==> config.mk <==
export PLATFORM = sky130hd
export DESIGN_NAME = murmur3_stream
export DESIGN_NICKNAME = d
export VERILOG_FILES = /design/src/rtl/murmur3_stream.sv
export SDC_FILE = /design/constraint.sdc
export NUM_CORES = 2
export LEC_CHECK = 0
export CAP_MARGIN = 10
export CORE_MARGIN = 2
export CORE_UTILIZATION = 50
export DETAILED_ROUTE_END_ITERATION = 10
export PLACE_DENSITY = 0.76
export SYNTH_ARGS = -nofsm -noshare
export SYNTH_HDL_FRONTEND = slang
export SYNTH_SLANG_ARGS = --single-unit
==> constraint.sdc <==
create_clock -name clk -period 9.45 [get_ports clk]
set_input_delay 1.4175 -clock clk [delete_from_list [all_inputs] [get_ports clk]]
set_output_delay 1.4175 -clock clk [all_outputs]
set_load 0.005 [all_outputs]
==> src/rtl/murmur3_stream.sv <==
// Streaming MurmurHash3 x86_32: one 4-byte block mixed per cycle, then tail,
// length fold-in and fmix32 finalisation over three extra cycles.
module murmur3_stream #(
    parameter int LEN_W   = 32,
    parameter bit FMIX_EN = 1'b1
) (
    input  logic             clk,
    input  logic             rst_n,
    input  logic             in_valid,
    output logic             in_ready,
    input  logic [31:0]      in_data,
    input  logic             in_last,
    input  logic [2:0]       in_bytes,
    input  logic [31:0]      in_seed,
    output logic             out_valid,
    input  logic             out_ready,
    output logic [31:0]      out_hash,
    output logic [LEN_W-1:0] out_len
);
    localparam logic [31:0] C1  = 32'hcc9e2d51;
    localparam logic [31:0] C2  = 32'h1b873593;
    localparam logic [31:0] C3  = 32'h85ebca6b;
    localparam logic [31:0] C4  = 32'hc2b2ae35;
    localparam logic [31:0] C_N = 32'he6546b64;

    typedef enum logic [2:0] {BODY, MIX1, MIX2, MIX3, OUT} state_t;

    state_t           state, state_nxt;
    logic [31:0]      h;
    logic [LEN_W-1:0] len;
    logic             first;
    logic             beat_hs;

    logic [31:0]      hb, k_in, k1, k2, hx, h_body;
    logic [LEN_W-1:0] len_body;
    logic             tail, zero;
    logic [31:0]      len32, m1a, m1, m2, m3;

    function automatic logic [31:0] rol(input logic [31:0] x, input int r);
        return (x << r) | (x >> (32 - r));
    endfunction

    assign in_ready = (state == BODY);
    assign beat_hs  = in_valid & in_ready;

    if (LEN_W >= 32) begin : g_len_trunc
        assign len32 = len[31:0];
    end else begin : g_len_ext
        assign len32 = {{(32-LEN_W){1'b0}}, len};
    end

    // Body/tail step for the beat on the input; only committed on a handshake.
    always_comb begin
        hb       = first ? in_seed : h;
        k_in     = in_data;
        tail     = 1'b0;
        zero     = 1'b0;
        len_body = len + LEN_W'(4);
        if (in_last) begin
            case (in_bytes)
                3'd0: begin zero = 1'b1; len_body = len; end
                3'd1: begin k_in = {24'h0, in_data[7:0]};  tail = 1'b1; end
                3'd2: begin k_in = {16'h0, in_data[15:0]}; tail = 1'b1; end
                3'd3: begin k_in = {8'h0,  in_data[23:0]}; tail = 1'b1; end
                default: ;
            endcase
            if (tail) len_body = len + LEN_W'(in_bytes);
        end
        k1 = k_in * C1;
        k2 = rol(k1, 15) * C2;
        hx = hb ^ k2;
        if (zero)      h_body = hb;
        else if (tail) h_body = hx;
        else           h_body = rol(hx, 13) * 32'd5 + C_N;
    end

    always_comb begin
        m1a = h ^ len32;
        m1  = (m1a ^ (m1a >> 16)) * C3;
        m2  = (h ^ (h >> 13)) * C4;
        m3  = h ^ (h >> 16);
    end

    always_comb begin
        state_nxt = state;
        case (state)
            BODY:    if (beat_hs && in_last) state_nxt = FMIX_EN ? MIX1 : OUT;
            MIX1:    state_nxt = MIX2;
            MIX2:    state_nxt = MIX3;
            MIX3:    state_nxt = OUT;
            OUT:     if (out_ready) state_nxt = BODY;
            default: state_nxt = BODY;
        endcase
    end

    always_ff @(posedge clk or negedge rst_n) begin
        if (!rst_n) state <= BODY;
        else        state <= state_nxt;
    end

    always_ff @(posedge clk or negedge rst_n) begin
        if (!rst_n) begin
            h         <= '0;
            len       <= '0;
            first     <= 1'b1;
            out_valid <= 1'b0;
            out_hash  <= '0;
            out_len   <= '0;
        end else begin
            case (state)
                BODY: if (beat_hs) begin
                    h     <= h_body;
                    len   <= len_body;
                    first <= in_last;
                    if (in_last && !FMIX_EN) begin
                        out_hash  <= h_body;
                        out_len   <= len_body;
                        out_valid <= 1'b1;
                    end
                end
                MIX1: h <= m1;
                MIX2: h <= m2;
                MIX3: begin
                    h         <= m3;
                    out_hash  <= m3;
                    out_len   <= len;
                    out_valid <= 1'b1;
                end
                OUT: if (out_ready) begin
                    out_valid <= 1'b0;
                    len       <= '0;
                    first     <= 1'b1;
                end
                default: ;
            endcase
        end
    end
endmodule
After elaboration in Yosys (flattened, before gate mapping)
Cells that the tools add are included.
Storage, ports and cells
  register bits after elaboration: 133
  latch bits: 0
  memory bits (writable): 0
  ROM bits: 0
  input bits: 72
  output and inout port bits: 66
  word-level logic and storage cells: 72
  memories: 0
Operators by class
  $add $sub $neg: 3
  multipliers: 5
  divide/modulo/power cells: 0
  magnitude comparators: 0
  equal/unequal tests: 11
  shifts and indexed selects: 0
  multiplexer cells: 26
  bitwise operators: 8
  reductions and logical operators: 12
Operators by type and width (count)
  32-bit 2-to-1 mux: 10
  32-bit case mux with 4 select lines: 1
  32-bit case mux with 3 select lines: 1
  32-bit by 31-bit multiplier with 32-bit output, second input constant: 2
  32-bit case mux with 2 select lines: 1
  32-bit by 16-bit XOR with 32-bit output: 2
  32-bit XOR: 2
  32-bit by 3-bit adder with 32-bit output: 1
  32-bit by 3-bit adder with 32-bit output, second input constant: 1
  32-bit adder, second input constant: 1
  32-bit by 29-bit multiplier with 32-bit output, second input constant: 1
  32-bit by 3-bit multiplier with 32-bit output, second input constant: 1
  32-bit by 32-bit multiplier with 32-bit output, second input constant: 1
  32-bit by 13-bit OR with 32-bit output: 1
  32-bit by 15-bit OR with 32-bit output: 1
  32-bit by 19-bit XOR with 32-bit output: 1
  3-bit case mux with 5 select lines: 1
  3-bit by 2-bit == test with 1-bit output, second input constant: 4
  1-bit 2-to-1 mux: 8
  3-bit by 1-bit == test with 1-bit output, second input constant: 2
  3-bit zero test: 2
  3-bit 2-to-1 mux: 2
  2-bit AND reduction: 3
  2-bit by 1-bit != test with 1-bit output, second input constant: 2
  11 further kinds: 13

Longest topological paths before layout
  depth after elaboration: 14
  mapped depth: 67
  mapped depth without buffers: 66

Least setup slack after synthesis
OpenSTA, ideal clock, no wires.
  path kind: input to register
  start point: input in_last
  end point: register h[30]
  library setup time: 142 ps
  arrival: 16433 ps
  required time: 9308 ps
  setup slack: -7125 ps
  cell stages on the path: 63
  path buffers: 1
  cells stage by stage: nor2b_1 -> clkbuf_1 -> nand3b_1 -> and2_1 -> ha_1 -> inv_1 -> fa_1 -> fa_1 -> inv_1 -> fa_1 -> inv_1 -> fa_1 -> fa_1 -> inv_1 -> fa_1 -> ha_1 -> ha_1 -> o21ai_1 -> [... 27 more ...] -> o41ai_2 -> xnor2_1 -> xor2_1 -> and2_1 -> fa_1 -> ha_1 -> a21oi_1 -> o21ai_1 -> nor4_1 -> a21oi_1 -> a221oi_1 -> o21ai_1 -> a2111oi_0 -> o21bai_1 -> a21o_1 -> xor2_1 -> o221ai_1 -> o2111ai_1
On the way
  word-level cells in the longest chain between the ends: 12
  elaborated cells between the ends (all ways): 14
  classes of those cells: 1 x add/sub; 3 x mul; 7 x mux; 3 x bitwise
Ends and longest elaborated chain
  start, declared: line 12  | input logic in_last,
  32-bit 2-to-1 mux: line 59  | if (in_last) begin
  32-bit by 31-bit multiplier with 32-bit output: line 69  | k1 = k_in * C1;
  32-bit by 15-bit OR with 32-bit output: line 40  | return (x << r) | (x >> (32 - r));
  32-bit by 29-bit multiplier with 32-bit output: line 70  | k2 = rol(k1, 15) * C2;
  32-bit XOR: line 71  | hx = hb ^ k2;
  32-bit by 13-bit OR with 32-bit output: line 40
  32-bit by 3-bit multiplier with 32-bit output: line 74  | else h_body = rol(hx, 13) * 32'd5 + C_N;
  32-bit adder: line 74
  32-bit 2-to-1 mux: line 73  | else if (tail) h_body = hx;
  32-bit 2-to-1 mux (*): line 72  | if (zero) h_body = hb;
  32-bit 2-to-1 mux (*): line 111  | BODY: if (beat_hs) begin
  32-bit case mux with 4 select lines (*): line 110  | case (state)
  end signal, assigned: line 112  | h <= h_body;
  end signal, assigned: line 121  | MIX1: h <= m1;
  end signal, assigned: line 122  | MIX2: h <= m2;
  end, declared: line 29  | logic [31:0] h;
Every way passes the cells marked *; elsewhere a longest branch is shown, timed or not. The select of a mux whose other input is x is not followed.
A chain may end at the register's enable or synchronous reset.

Final worst setup path
Same ends and word-level chain as after synthesis.

==> reports/metrics.yaml <==
status: "finished with violations"
failed_checks: "negative setup slack"
slowest_stage: "fa_1"
reg2reg_to: "h[30]"
rsz0062_at_grt: "true"
rows: 107
dp_slack_ns: -7.53
fin_crit_ns: 16.08
worstReg2RegStart: "h[15]"
fin_util_pct: 62.3
postSynth.asyncResetShare_pct: 100
grt_overflow: 0
path_common_cell: "fa_1"
cts_tree: "yes"
synth_area_leaders: "fa_1 (35%), ha_1 (23%), inv_1 (11%), dfrtp_1 (7.6%), xnor2_1 (5.7%)"
setup_slack_ns: -6.63
crit_fanout: 6
first_global_vias: 37500
yosys_most_used_dff: "dfrtp_1"
finalHoldViolCount: 0
vias: 35000
yosysSeqAreaShare_pct: 7.70
vias_per_cell: 5.48
synthesis.nets: 6203
setup.worst_path.start_class: "input port"
synth_area_mm2: 0.0432
nNetsFinal: 6855
hp-start: "out_hash[21]"
core_mm2: 0.0854
slowest_delay_ns: 0.59
grt_max_degree: 83
worstHoldEndpoint: "out_hash[21]"
hp-class: "reg2reg"
drc: 0
hold_path_depth: 2
synth_common_cells: "inv_1 (1230), ha_1 (812), fa_1 (748), nand2_1 (288), xnor2_1 (281)"
clockRootBuffer: "clkbuf_16"
finalWirelength_mm: 140
synth_top_area_share_pct: 34.6
area_growth_pct: 23.1
tightest_slew_ns: 1.25
critPathBufInv: 8
timing.fmax_mhz: 62.2
max_cap_violations: 0
io_buffer_count: 137
setup_viol: 32
wl_per_cell_um: 22.0
final_area_mm2: 0.0532
h-tree-depth: 4
slew_violations: 0
yosys.area.top_type: "fa_1"
clk_path_buf_depth: 2
skew_ns: 0.0148
cts.sinks: 133
critPathKind: "in2reg"
synth_seq_cells: 133
antenna_found_initial: 0
ys_warn_count: 0
period_share_pct: 170
whs_ns: 0.477
track_usage_pct: 31.4
clk_pin_slew_ns: 0.08
grt_pass1_wl_mm: 213
place_area_mm2: 0.0500
critical-path-top-delay-family: "adder cells"
clkLatencyLatePin_ns: 0.45
first_iter_violations: 2983
max_slew_margin_pct: 16.6
die_area_mm2: 0.0889
hpwl_mm: 118
io-pin-count: 138
arrival_ns: 16.40
synth_most_common_cell: "inv_1"
drive_gt1_share_pct: 18.5
synth_edf_count: 0
die_w_um: 298
initial_core_util_pct: 50.6
place_congestion: 1.07
r2r_slack_ns: 0.47
cp.required_ns: 9.77
dieHeight_um: 298
avgSynthCellArea_um2: 9.46
crit_path_end_kind: "register"
reg2reg_depth: 26
cts_inserted_buffers: 17
postSynthCellCount: 4571
drt_pre_antenna_iters: 8
postRouteAntennaNets: 0
synth_cell_types: 75
how the worst max path moves through the flow:
stage                     cells after the start  endpoint  slack (ns)     from
after floorplan                              62     h[30]       -6.19  in_last
after global placement                       65     h[30]       -7.21  in_last
after detailed placement                     65     h[30]       -7.53  in_last
after CTS                                    65     h[30]       -6.45  in_last
after global routing                         62     h[30]       -7.03  in_last
final                                        61     h[30]       -6.63  in_last
registers in the layout, summed over array words and instances (netlist names):
name,flops
state,3
len,32
first,1
h,32
out_valid,1
out_len,32
out_hash,32
repair_timing:
action / 4_1_cts / 5_1_grt
hold buffers: 0 / 0
pin swaps: 176 / 228
gates resized for setup: 205 / 211
cloned: 1 / 0
setup endpoints to repair: 32 / 32
hold endpoints to repair: 0 / 0
setup buffers: 56 / 60
through the flow:
step | cells | TNS (ns)
global route | 6380 | -192.38
CTS | 6338 | -173.82
finish | 6381 | -181.15
detailed placement | 6265 | -211.81
global placement | 6265 | -203.71
floorplan | 4571 | -161.27
final cells by class:
class | instances | area (um2)
antenna | 1 | 2.50
clock buffer | 18 | 439
clock inverter | 14 | 155
fill | 6771 | 32200
inverter | 1233 | 4640
multi-input combinational | 3113 | 37300
sequential | 133 | 3330
tap | 1144 | 1430
timing repair buffer | 725 | 5990
tightest hold or removal path, cell delays in order, from the launching register on:
cell     delay (ns)
dfrtp_1        0.34
nand2_1        0.05
nand2_1        0.06
kinds of logic after synthesis:
family                     count (synthesis)  share of synthesized area [%]
xor gates and xnor gates                 398                           8.11
and+or+nand+nor                          591                           5.99
AOI/OAI and AO/OA                        528                           7.74
adders and majority gates               1560                           58.1
buffers and inverters                   1325                           11.5
muxes                                     36                          0.836
DFF                                      133                           7.70
placed cells by master (no fill, tap or decap), types with 105 or more instances in the layout:
master	synthesis	routed
ha_1	812	721
nor2_1	134	120
nand2_1	288	277
dfrtp_1	132	132
buf_4	0	541
inv_1	1230	1189
xor2_1	115	106
a21oi_1	137	105
clkdlybuf4s50_1	0	131
xnor2_1	281	254
fa_1	748	722
routing by layer:
metal | global-route usage (%) | vias to the layer above | wire (um)
met3 | 4.65 | 505 | 11000
met5 | 0 | - | 0
met1 | 39.5 | 17300 | 53500
met2 | 52.2 | 1654 | 66200
li1 | - | 15500 | -
met4 | 16.6 | 0 | 9500
Power is left out: the tool's default activity adds up to more than one toggle a clock period on the data nets, which glitch-free logic cannot reach.
